`src/rtl/ewm_tile_feeder.sv`:
```
// ewm_tile_feeder: streams paired a/b operand tiles from two SRAMs to the EWM unit.
// Optional EWM_FEEDER_BCAST_A_EN adds bcast_a to hold rd_addr_a at base_a for a job.
module ewm_tile_feeder #(
  parameter int TILE_SIZE  = 4,
  parameter int IN_W       = 16,
  parameter int ADDR_W     = 10,
  parameter int RD_LAT     = 1,
  parameter int FIFO_DEPTH = 4
) (
  input  logic                            clk,
  input  logic                            rst_n,
  input  logic                            start,
  input  logic [ADDR_W-1:0]               base_a,
  input  logic [ADDR_W-1:0]               base_b,
  input  logic [ADDR_W:0]                 num_tiles,
`ifdef EWM_FEEDER_BCAST_A_EN
  input  logic                            bcast_a,
`endif
  output logic                            busy,
  output logic                            done,
  output logic                            rd_en,
  output logic [ADDR_W-1:0]               rd_addr_a,
  output logic [ADDR_W-1:0]               rd_addr_b,
  input  logic [TILE_SIZE-1:0][IN_W-1:0]  rd_data_a,
  input  logic [TILE_SIZE-1:0][IN_W-1:0]  rd_data_b,
  output logic                            out_valid,
  input  logic                            out_ready,
  output logic [TILE_SIZE-1:0][IN_W-1:0]  a_vec,
  output logic [TILE_SIZE-1:0][IN_W-1:0]  b_vec,
  output logic                            out_last
);

  localparam int NW = ADDR_W + 1;
  localparam int PW = (FIFO_DEPTH > 1) ? $clog2(FIFO_DEPTH) : 1;
  localparam int CW = $clog2(FIFO_DEPTH + 1);
  localparam int TW = TILE_SIZE * IN_W;

  if (FIFO_DEPTH < RD_LAT + 1) begin : g_bad_depth
    $error("ewm_tile_feeder: FIFO_DEPTH must be at least RD_LAT+1");
  end

  typedef enum logic [1:0] {IDLE, RUN, DRAIN, FIN} state_t;

  state_t            state;
  logic [ADDR_W-1:0] base_a_q;
  logic [ADDR_W-1:0] base_b_q;
  logic [NW-1:0]     num_q;
  logic [NW-1:0]     issued;
  logic [NW-1:0]     popped;
  logic [RD_LAT-1:0] pipe;
  logic [2*TW-1:0]   mem [FIFO_DEPTH];
  logic [2*TW-1:0]   head;
  logic [PW-1:0]     wr_ptr;
  logic [PW-1:0]     rd_ptr;
  logic [CW-1:0]     count;
  logic              push;
  logic              pop;
  int                inflight;
  int                credit;

  function automatic logic [PW-1:0] nxt(input logic [PW-1:0] p);
    return (p == PW'(FIFO_DEPTH - 1)) ? '0 : p + PW'(1);
  endfunction

  always_comb begin
    inflight = 0;
    for (int i = 0; i < RD_LAT; i++) begin
      inflight = inflight + int'(pipe[i]);
    end
  end

  assign pop    = out_valid && out_ready;
  assign push   = pipe[RD_LAT-1];
  assign credit = int'(count) + inflight - int'(pop);

  assign busy  = (state == RUN) || (state == DRAIN);
  assign done  = (state == FIN);
  assign rd_en = (state == RUN) && (issued < num_q)
              && (credit < FIFO_DEPTH);

`ifdef EWM_FEEDER_BCAST_A_EN
  logic bcast_q;
  assign rd_addr_a = bcast_q ? base_a_q
                   : base_a_q + issued[ADDR_W-1:0];
`else
  assign rd_addr_a = base_a_q + issued[ADDR_W-1:0];
`endif
  assign rd_addr_b = base_b_q + issued[ADDR_W-1:0];

  assign head      = mem[rd_ptr];
  assign out_valid = (count != '0);
  assign a_vec     = out_valid ? head[2*TW-1:TW] : '0;
  assign b_vec     = out_valid ? head[TW-1:0] : '0;
  assign out_last  = out_valid && (popped == num_q - NW'(1));

  always_ff @(posedge clk or negedge rst_n) begin
    if (!rst_n) begin
      state    <= IDLE;
      base_a_q <= '0;
      base_b_q <= '0;
      num_q    <= '0;
      issued   <= '0;
      popped   <= '0;
`ifdef EWM_FEEDER_BCAST_A_EN
      bcast_q  <= 1'b0;
`endif
    end else begin
      if (rd_en) issued <= issued + NW'(1);
      if (pop)   popped <= popped + NW'(1);
      unique case (state)
        IDLE: if (start) begin
          base_a_q <= base_a;
          base_b_q <= base_b;
          num_q    <= num_tiles;
          issued   <= '0;
          popped   <= '0;
`ifdef EWM_FEEDER_BCAST_A_EN
          bcast_q  <= bcast_a;
`endif
          state    <= (num_tiles == '0) ? FIN : RUN;
        end
        RUN:   if (issued == num_q) state <= DRAIN;
        DRAIN: if (pop && out_last) state <= FIN;
        FIN:   state <= IDLE;
        default: state <= IDLE;
      endcase
    end
  end

  // Return-data marker: bit RD_LAT-1 flags the cycle rd_data is valid.
  always_ff @(posedge clk or negedge rst_n) begin
    if (!rst_n) begin
      pipe <= '0;
    end else begin
      pipe[0] <= rd_en;
      for (int i = 1; i < RD_LAT; i++) begin
        pipe[i] <= pipe[i-1];
      end
    end
  end

  always_ff @(posedge clk or negedge rst_n) begin
    if (!rst_n) begin
      wr_ptr <= '0;
      rd_ptr <= '0;
      count  <= '0;
      for (int i = 0; i < FIFO_DEPTH; i++) begin
        mem[i] <= '0;
      end
    end else begin
      if (push) begin
        mem[wr_ptr] <= {rd_data_a, rd_data_b};
        wr_ptr      <= nxt(wr_ptr);
      end
      if (pop) rd_ptr <= nxt(rd_ptr);
      unique case ({push, pop})
        2'b10:   count <= count + CW'(1);
        2'b01:   count <= count - CW'(1);
        default: count <= count;
      endcase
    end
  end

  a_no_overflow: assert property (@(posedge clk) disable iff (!rst_n)
    !(push && count == CW'(FIFO_DEPTH)));

endmodule
```
`config.mk`:
```
export PLATFORM = sky130hd
export DESIGN_NAME = ewm_tile_feeder
export DESIGN_NICKNAME = d
export VERILOG_FILES = /design/src/rtl/ewm_tile_feeder.sv
export SDC_FILE = /design/constraint.sdc
export NUM_CORES = 1
export LEC_CHECK = 0
export ABC_CLOCK_PERIOD_IN_PS = 5400
export CAP_MARGIN = 30
export CORE_ASPECT_RATIO = 0.7
export CORE_MARGIN = 2
export CORE_UTILIZATION = 40
export CTS_CLUSTER_SIZE = 24
export DETAILED_ROUTE_END_ITERATION = 16
export PLACE_DENSITY = 0.65
export SLEW_MARGIN = 20
export SYNTH_ARGS = -nofsm -noshare
export SYNTH_HDL_FRONTEND = slang
export SYNTH_SLANG_ARGS = --single-unit
export TNS_END_PERCENT = 100
```
`constraint.sdc`:
```
create_clock -name clk -period 5.4 [get_ports clk]
set_clock_uncertainty 0.05 [all_clocks]
set_input_delay 0.81 -clock clk [delete_from_list [all_inputs] [get_ports clk]]
set_output_delay 0.81 -clock clk [all_outputs]
set_load 0.02 [all_outputs]
```
### Word level (Yosys, flattened, before mapping)

Index checks and enable logic that the tools add are counted.

| storage, ports and cells | value |
|---|---|
| flip-flop bits (word level) | 575 |
| logic and storage cells | 79 |
| output and inout bits | 153 |
| input bits | 163 |

| cells by class | value |
|---|---|
| order comparisons | 5 |
| add/sub/neg operators | 11 |
| equality and inequality tests | 12 |
| bitwise operators | 2 |
| muxes and demuxes | 22 |
| reduce and logical (&&, ||, !) cells | 13 |

Operator list:

| operator | count |
|---|---|
| 512-bit bitwise mux | 1 |
| 128-bit 2-to-1 mux | 3 |
| 128-bit binary-select mux with 2-bit select | 1 |
| 128-bit demux with 2-bit select | 1 |
| 64-bit 2-to-1 mux | 2 |
| 11-bit 2-to-1 mux | 6 |
| 11-bit by 1-bit adder with 11-bit output (second input constant) | 2 |
| 11-bit equality test | 2 |
| 10-bit adder | 2 |
| 2-bit 2-to-1 mux | 6 |
| 11-bit logical NOT | 1 |
| 11-bit < comparator | 1 |
| 11-bit by 1-bit subtractor with 11-bit output (second input constant) | 1 |
| 2-bit equality test (second input constant) | 5 |
| 2-bit one-hot mux with 4 select lines | 1 |
| 3-bit greater-or-equal comparator (second input constant) | 2 |
| 1-bit logical AND | 6 |
| 2-bit inverter with 3-bit output | 2 |
| 3-bit one-hot mux with 2 select lines | 1 |
| 5-bit by 4-bit < comparator with 1-bit output (second input constant) | 1 |
| 4-bit by 1-bit subtractor with 5-bit output | 1 |
| 2-bit by 1-bit adder with 2-bit output (second input constant) | 2 |
| 3-bit by 1-bit adder with 4-bit output | 1 |
| 2-bit by 1-bit equality test with 1-bit output (second input constant) | 2 |
| other kinds (11) | 12 |

### Logic depth before layout (Yosys ltp)

Gate-level depths: netlist of run 1.

| depth | value |
|---|---|
| word-level depth | 8 |
| depth in mapped cells | 12 |
| depth with buffers taken out | 10 |

### Worst setup path before layout of run 1

No wires, ideal clock.

| path | value |
|---|---|
| path type | register to output |
| start | register count[2] |
| end | output rd_en |
| required time | 4.540 ns |
| arrival time | 2.395 ns |
| setup slack | 2.145 ns |
| cell stages (with the launch flop) | 12 |
| cells stage by stage | dfrtp_1 > buf_2 > or3_1 > and2_1 > buf_6 > nand2_1 > ha_1 > a31oi_1 > mux2i_1 > nand3_1 > buf_2 > inv_1 |

| between the ends | value |
|---|---|
| cells in the longest elaborated chain, start to end | 5 |

RTL lines:

| item | RTL line | RTL |
|---|---|---|
| start, declared | 55 | `logic [CW-1:0] count;` |
| start signal, assigned | 157 | `2'b10: count <= count + CW'(1);` |
| start signal, assigned | 158 | `2'b01: count <= count - CW'(1);` |
| start signal, assigned | 159 | `default: count <= count;` |
| branches (longest 2 deep; another with 3-bit by 1-bit adder with 4-bit output) | - |  |
| 4-bit by 1-bit subtractor with 5-bit output * | 74 | `assign credit = int'(count) + inflight - int'(pop);` |
| 5-bit by 4-bit < comparator with 1-bit output * | 79 | `&& (credit < FIFO_DEPTH);` |
| 1-bit logical AND * | 79 |  |
| end, declared | 21 | `output logic rd_en,` |

Mark *: on every way between the ends.

### Worst setup path after layout of run 1

| path | value |
|---|---|
| start | register count[0] |
| end | output rd_en |

The elaborated chain is that of the path after synthesis.

==> results of run 1 <==
-- cell usage after synthesis, types with 2 or more instances --
library cell and count:
dfrtp_1 575, mux2_2 513, and2_1 132, mux4_2 128
nand2_1 96, clkbuf_1 89, ha_1 46, inv_1 36
o21ai_0 28, nor2_1 26, a21oi_1 24, xnor2_1 20
xor2_1 20, buf_1 13, nand3_1 13, buf_2 12
nand4_1 11, nand2b_1 8, nor3_1 7, or4_1 6
a21o_1 5, mux2i_1 5, o31ai_1 5, nor2b_1 4
nor4_1 4, o211ai_1 4, o21a_1 4, or3_1 4
a211o_1 3, fa_1 3, or2_2 3, a211oi_1 2
a31oi_1 2, a41o_1 2, o21bai_1 2, o311ai_0 2
-- worst min-delay path by stage --
| stage | depth (start not counted) | startpoint | endpoint | slack (ns) |
|---|---|---|---|---|
| after floorplan | 2 | base_a_q[0]$_DFFE_PN0P_ | base_a_q[0]$_DFFE_PN0P_ | 0.40 |
| after global placement | 2 | base_a_q[7]$_DFFE_PN0P_ | base_a_q[7]$_DFFE_PN0P_ | 0.42 |
| after detailed placement | 2 | base_a_q[2]$_DFFE_PN0P_ | base_a_q[2]$_DFFE_PN0P_ | 0.43 |
| after CTS | 1 | rst_n | base_b_q[1]$_DFFE_PN0P_ | 0.17 |
| after global routing | 1 | rst_n | base_b_q[1]$_DFFE_PN0P_ | 0.20 |
| final | 1 | rst_n | base_b_q[4]$_DFFE_PN0P_ | 0.14 |
-- through the flow --
stage | total power [mW] | utilization | std cells
2_1_floorplan | 4.876 | - | 1878
3_3_place_gp | 5.164 | 0.4682 | 2989
3_5_place_dp | 5.203 | 0.4689 | 2991
4_1_cts | 9.483 | 0.4992 | 3099
5_1_grt | 9.730 | 0.4993 | 3101
6_report | 9.334 | 0.4993 | 3102
-- metal layers --
layer | routed length (µm) | up-vias
met4 | 1131 | 12
met3 | 2828 | 96
li1 | - | 7386
met5 | 73 | -
met1 | 28300 | 8590
met2 | 30880 | 288
-- worst register-to-register path: stages (launching register included) --
cell	delay, ns
dfrtp_1	0.44
or3_4	0.40
and2_1	0.16
buf_4	0.16
nand2_1	0.07
ha_1	0.22
a31oi_1	0.23
mux2i_1	0.42
nand3_1	0.12
buf_4	0.20
or4_1	0.51
a21oi_1	0.15
-- cell type report --
cell class / instances / area (µm²) / share of cell area
well taps: 891 / 1115 / 0.03351
flip-flops and latches: 575 / 14400 / 0.4328
multi-input cells: 1152 / 12100 / 0.3638
diodes: 3 / 7.507 / 0.0002257
inverters: 36 / 135.1 / 0.004062
clock buffers: 81 / 1718 / 0.05164
clock inverters: 27 / 300.3 / 0.009027
repair buffers: 337 / 3493 / 0.1050
-- cell families after synthesis --
logic type	count (synthesis)
fa+ha+maj	49
compound gates	96
buf+inv	151
simple gates	321
flops	575
mux	646
xor+xnor	40
-- registers in the layout (all words and copies together), names as in the netlist --
| signal | flops |
|---|---|
| base_a_q | 10 |
| base_b_q | 10 |
| count | 3 |
| issued | 11 |
| mem | 512 |
| num_q | 11 |
| pipe | 1 |
| popped | 11 |
| rd_ptr | 2 |
| state | 2 |
| wr_ptr | 2 |
-- power by group through the flow --
stage | sequential, mW | clock [mW] | combinational (mW)
detailed placement | 4.67 | 0 | 0.530
finish | 4.59 | 4.22 | 0.520
floorplan | 4.64 | 0 | 0.237
CTS | 4.59 | 4.36 | 0.533
global placement | 4.66 | 0 | 0.509
global route | 4.61 | 4.54 | 0.575
==> reports/qor.yml, run 1 <==
maxCapViolCount: 0
synth_top_area_share: 0.5321
status: "finished clean"
start_kind: "flip-flop"
seq_area_frac_synth: 0.5321
path_max_fanout: 13
grt_pass1_vias: 18150
place_hpwl_um: 38940
fmax_ghz: 0.2149
fin_ws_ns: 0.7467
hold_violations: 0
slew_headroom: 0.3575
critPathCapture: "rd_en"
p_int_mw: 7.277
vias: 16370
reg2reg_depth: 11
fin_setup_tns_ns: 0
drive_gt1_frac: 0.3555
cts.sinks: 575
ctsHoldBuffers: 0
slowest_delay_ns: 0.62
synth_xor_xnor_area_share: 0.01296
cp-startpoint: "count[0]$_DFFE_PN0P_"
ys_seq_elements: 575
grt_max_degree: 137
first_pass_iters: 5
p_leak_nw: 13.79
synth_compound_area_frac: 0.02374
cp_num_buf_inv: 4
synthCells: 1878
swShare: 0.2203
power.density_mw_per_mm2: 280.6
synth.top_cells.by_area: "dfrtp_1 53%, mux2_2 21%, mux4_2 11%, and2_1 3.1%, ha_1 2.1%"
io_buffers: 315
cp_top_family: "buffers and inverters"
syn_area_per_cell_um2: 14.40
clockBufferDepth: 3
period_share: 0.8617
final_area_mm2: 0.03327
grtUsageTotal: 0.1841
dpl_cell_area_mm2: 0.03124
synth-edff-count: 0
synth_top_cell_by_area: "dfrtp_1"
switching_power_mw: 2.056
setup.worst_path.end_class: "output port"
detail_route.vias_per_cell: 5.278
synth-adder-area-share: 0.02350
area_growth_pct: 23.01
synth_top_family_by_area: "multiplexers"
h-tree-depth: 2
num_rows: 79
start_util: 0.4059
dieArea_mm2: 0.06973
grt_overflow_total: 0
comb_power_share: 0.056
ys_async_sr_fraction: 1.000
yosys_warnings: 0
crit_chain: "or3_4 > and2_1 > buf_4 > nand2_1 > ha_1 > a31oi_1 > mux2i_1 > nand3_1 > buf_4 > inv_1 > clkdlybuf4s50_1"
gr-max-usage-layer: "met2"
synthFlopType: "dfrtp_1"
worstSkewPairLatency_ns: 0.62
ios: 316
gp_congestion: 0.8024
syn-cell-area_mm2: 0.02704
met2_usage: 0.3076
path_common_cell: "buf_4"
die_h_um: 221.5
antenna_found_initial: 9
core_mm2: 0.06662
cts_setup_buffers: 0
die_w_um: 314.8
r2r_slack_ns: 2.19
ir_drop_mv: 0.2178
use_met1: 0.2457
period_minus_slack_ns: 4.653
syn-num-nets: 2090
rsz0062_at_grt: "false"
drc: 0
hp-class: "in2async"
wire_per_inst_um: 20.38
cts_resized: 0
yosys.area_share.simple: 0.06385
drt-initial-drc-count: 889
final_cell_mix: "573 x dfrtp_1, 513 x mux2_2, 314 x clkdlybuf4s50_1"
finalSetupViolations: 0
worstMarginPinSlew_ns: 0.9638
synth_cell_type_count: 57
pre_cts_ws_ns: 0.8434
grt_pass1_wl_um: 101900
critPathSlowestCell: "clkdlybuf4s50_1"
seqPwrFrac: 0.492
cts_made_buffers: 58
path_class: "reg2out"
arrival_ns: 3.79
use_met3: 0.03797
r2r_end: "issued[6]$_DFF_PN0_"
cts_tree: "yes"
drv_slew: 0
r2r-start: "count[0]$_DFFE_PN0P_"
fillers: 5729
fin_worst_hold_slack_ns: 0.1421
synthMuxAreaShare: 0.3221
clkPwrFrac: 0.452
clockRootBuffer: "clkbuf_16"
worst-endpoint-required_ns: 4.54
finalWirelength_um: 63220
clkSlewWorstSetupHoldPaths_ns: 0.06
antenna_left: 0
crit_cells: 11
final_common_cell: "dfrtp_1"
final_nets: 2372
Power figures use the tool's default switching activity.
==> inputs of run 2 (changes only) <==
--- a/config.mk
+++ b/config.mk
@@ -13,6 +13,7 @@
 export CTS_CLUSTER_SIZE = 24
 export DETAILED_ROUTE_END_ITERATION = 16
 export PLACE_DENSITY = 0.65
+export SETUP_SLACK_MARGIN = 0.1
 export SLEW_MARGIN = 20
 export SYNTH_ARGS = -nofsm -noshare
 export SYNTH_HDL_FRONTEND = slang
==> results of run 2 <==
Final layout, timing and power as in run 1 (identical DEF).
==> inputs of run 3 (changes only) <==
--- a/config.mk
+++ b/config.mk
@@ -10,7 +10,7 @@
 export CORE_ASPECT_RATIO = 0.7
 export CORE_MARGIN = 2
 export CORE_UTILIZATION = 40
-export CTS_CLUSTER_SIZE = 24
+export CTS_CLUSTER_SIZE = 20
 export DETAILED_ROUTE_END_ITERATION = 16
 export PLACE_DENSITY = 0.65
 export SETUP_SLACK_MARGIN = 0.1
==> results of run 3 <==
Final layout, timing and power as in run 1 (identical DEF).
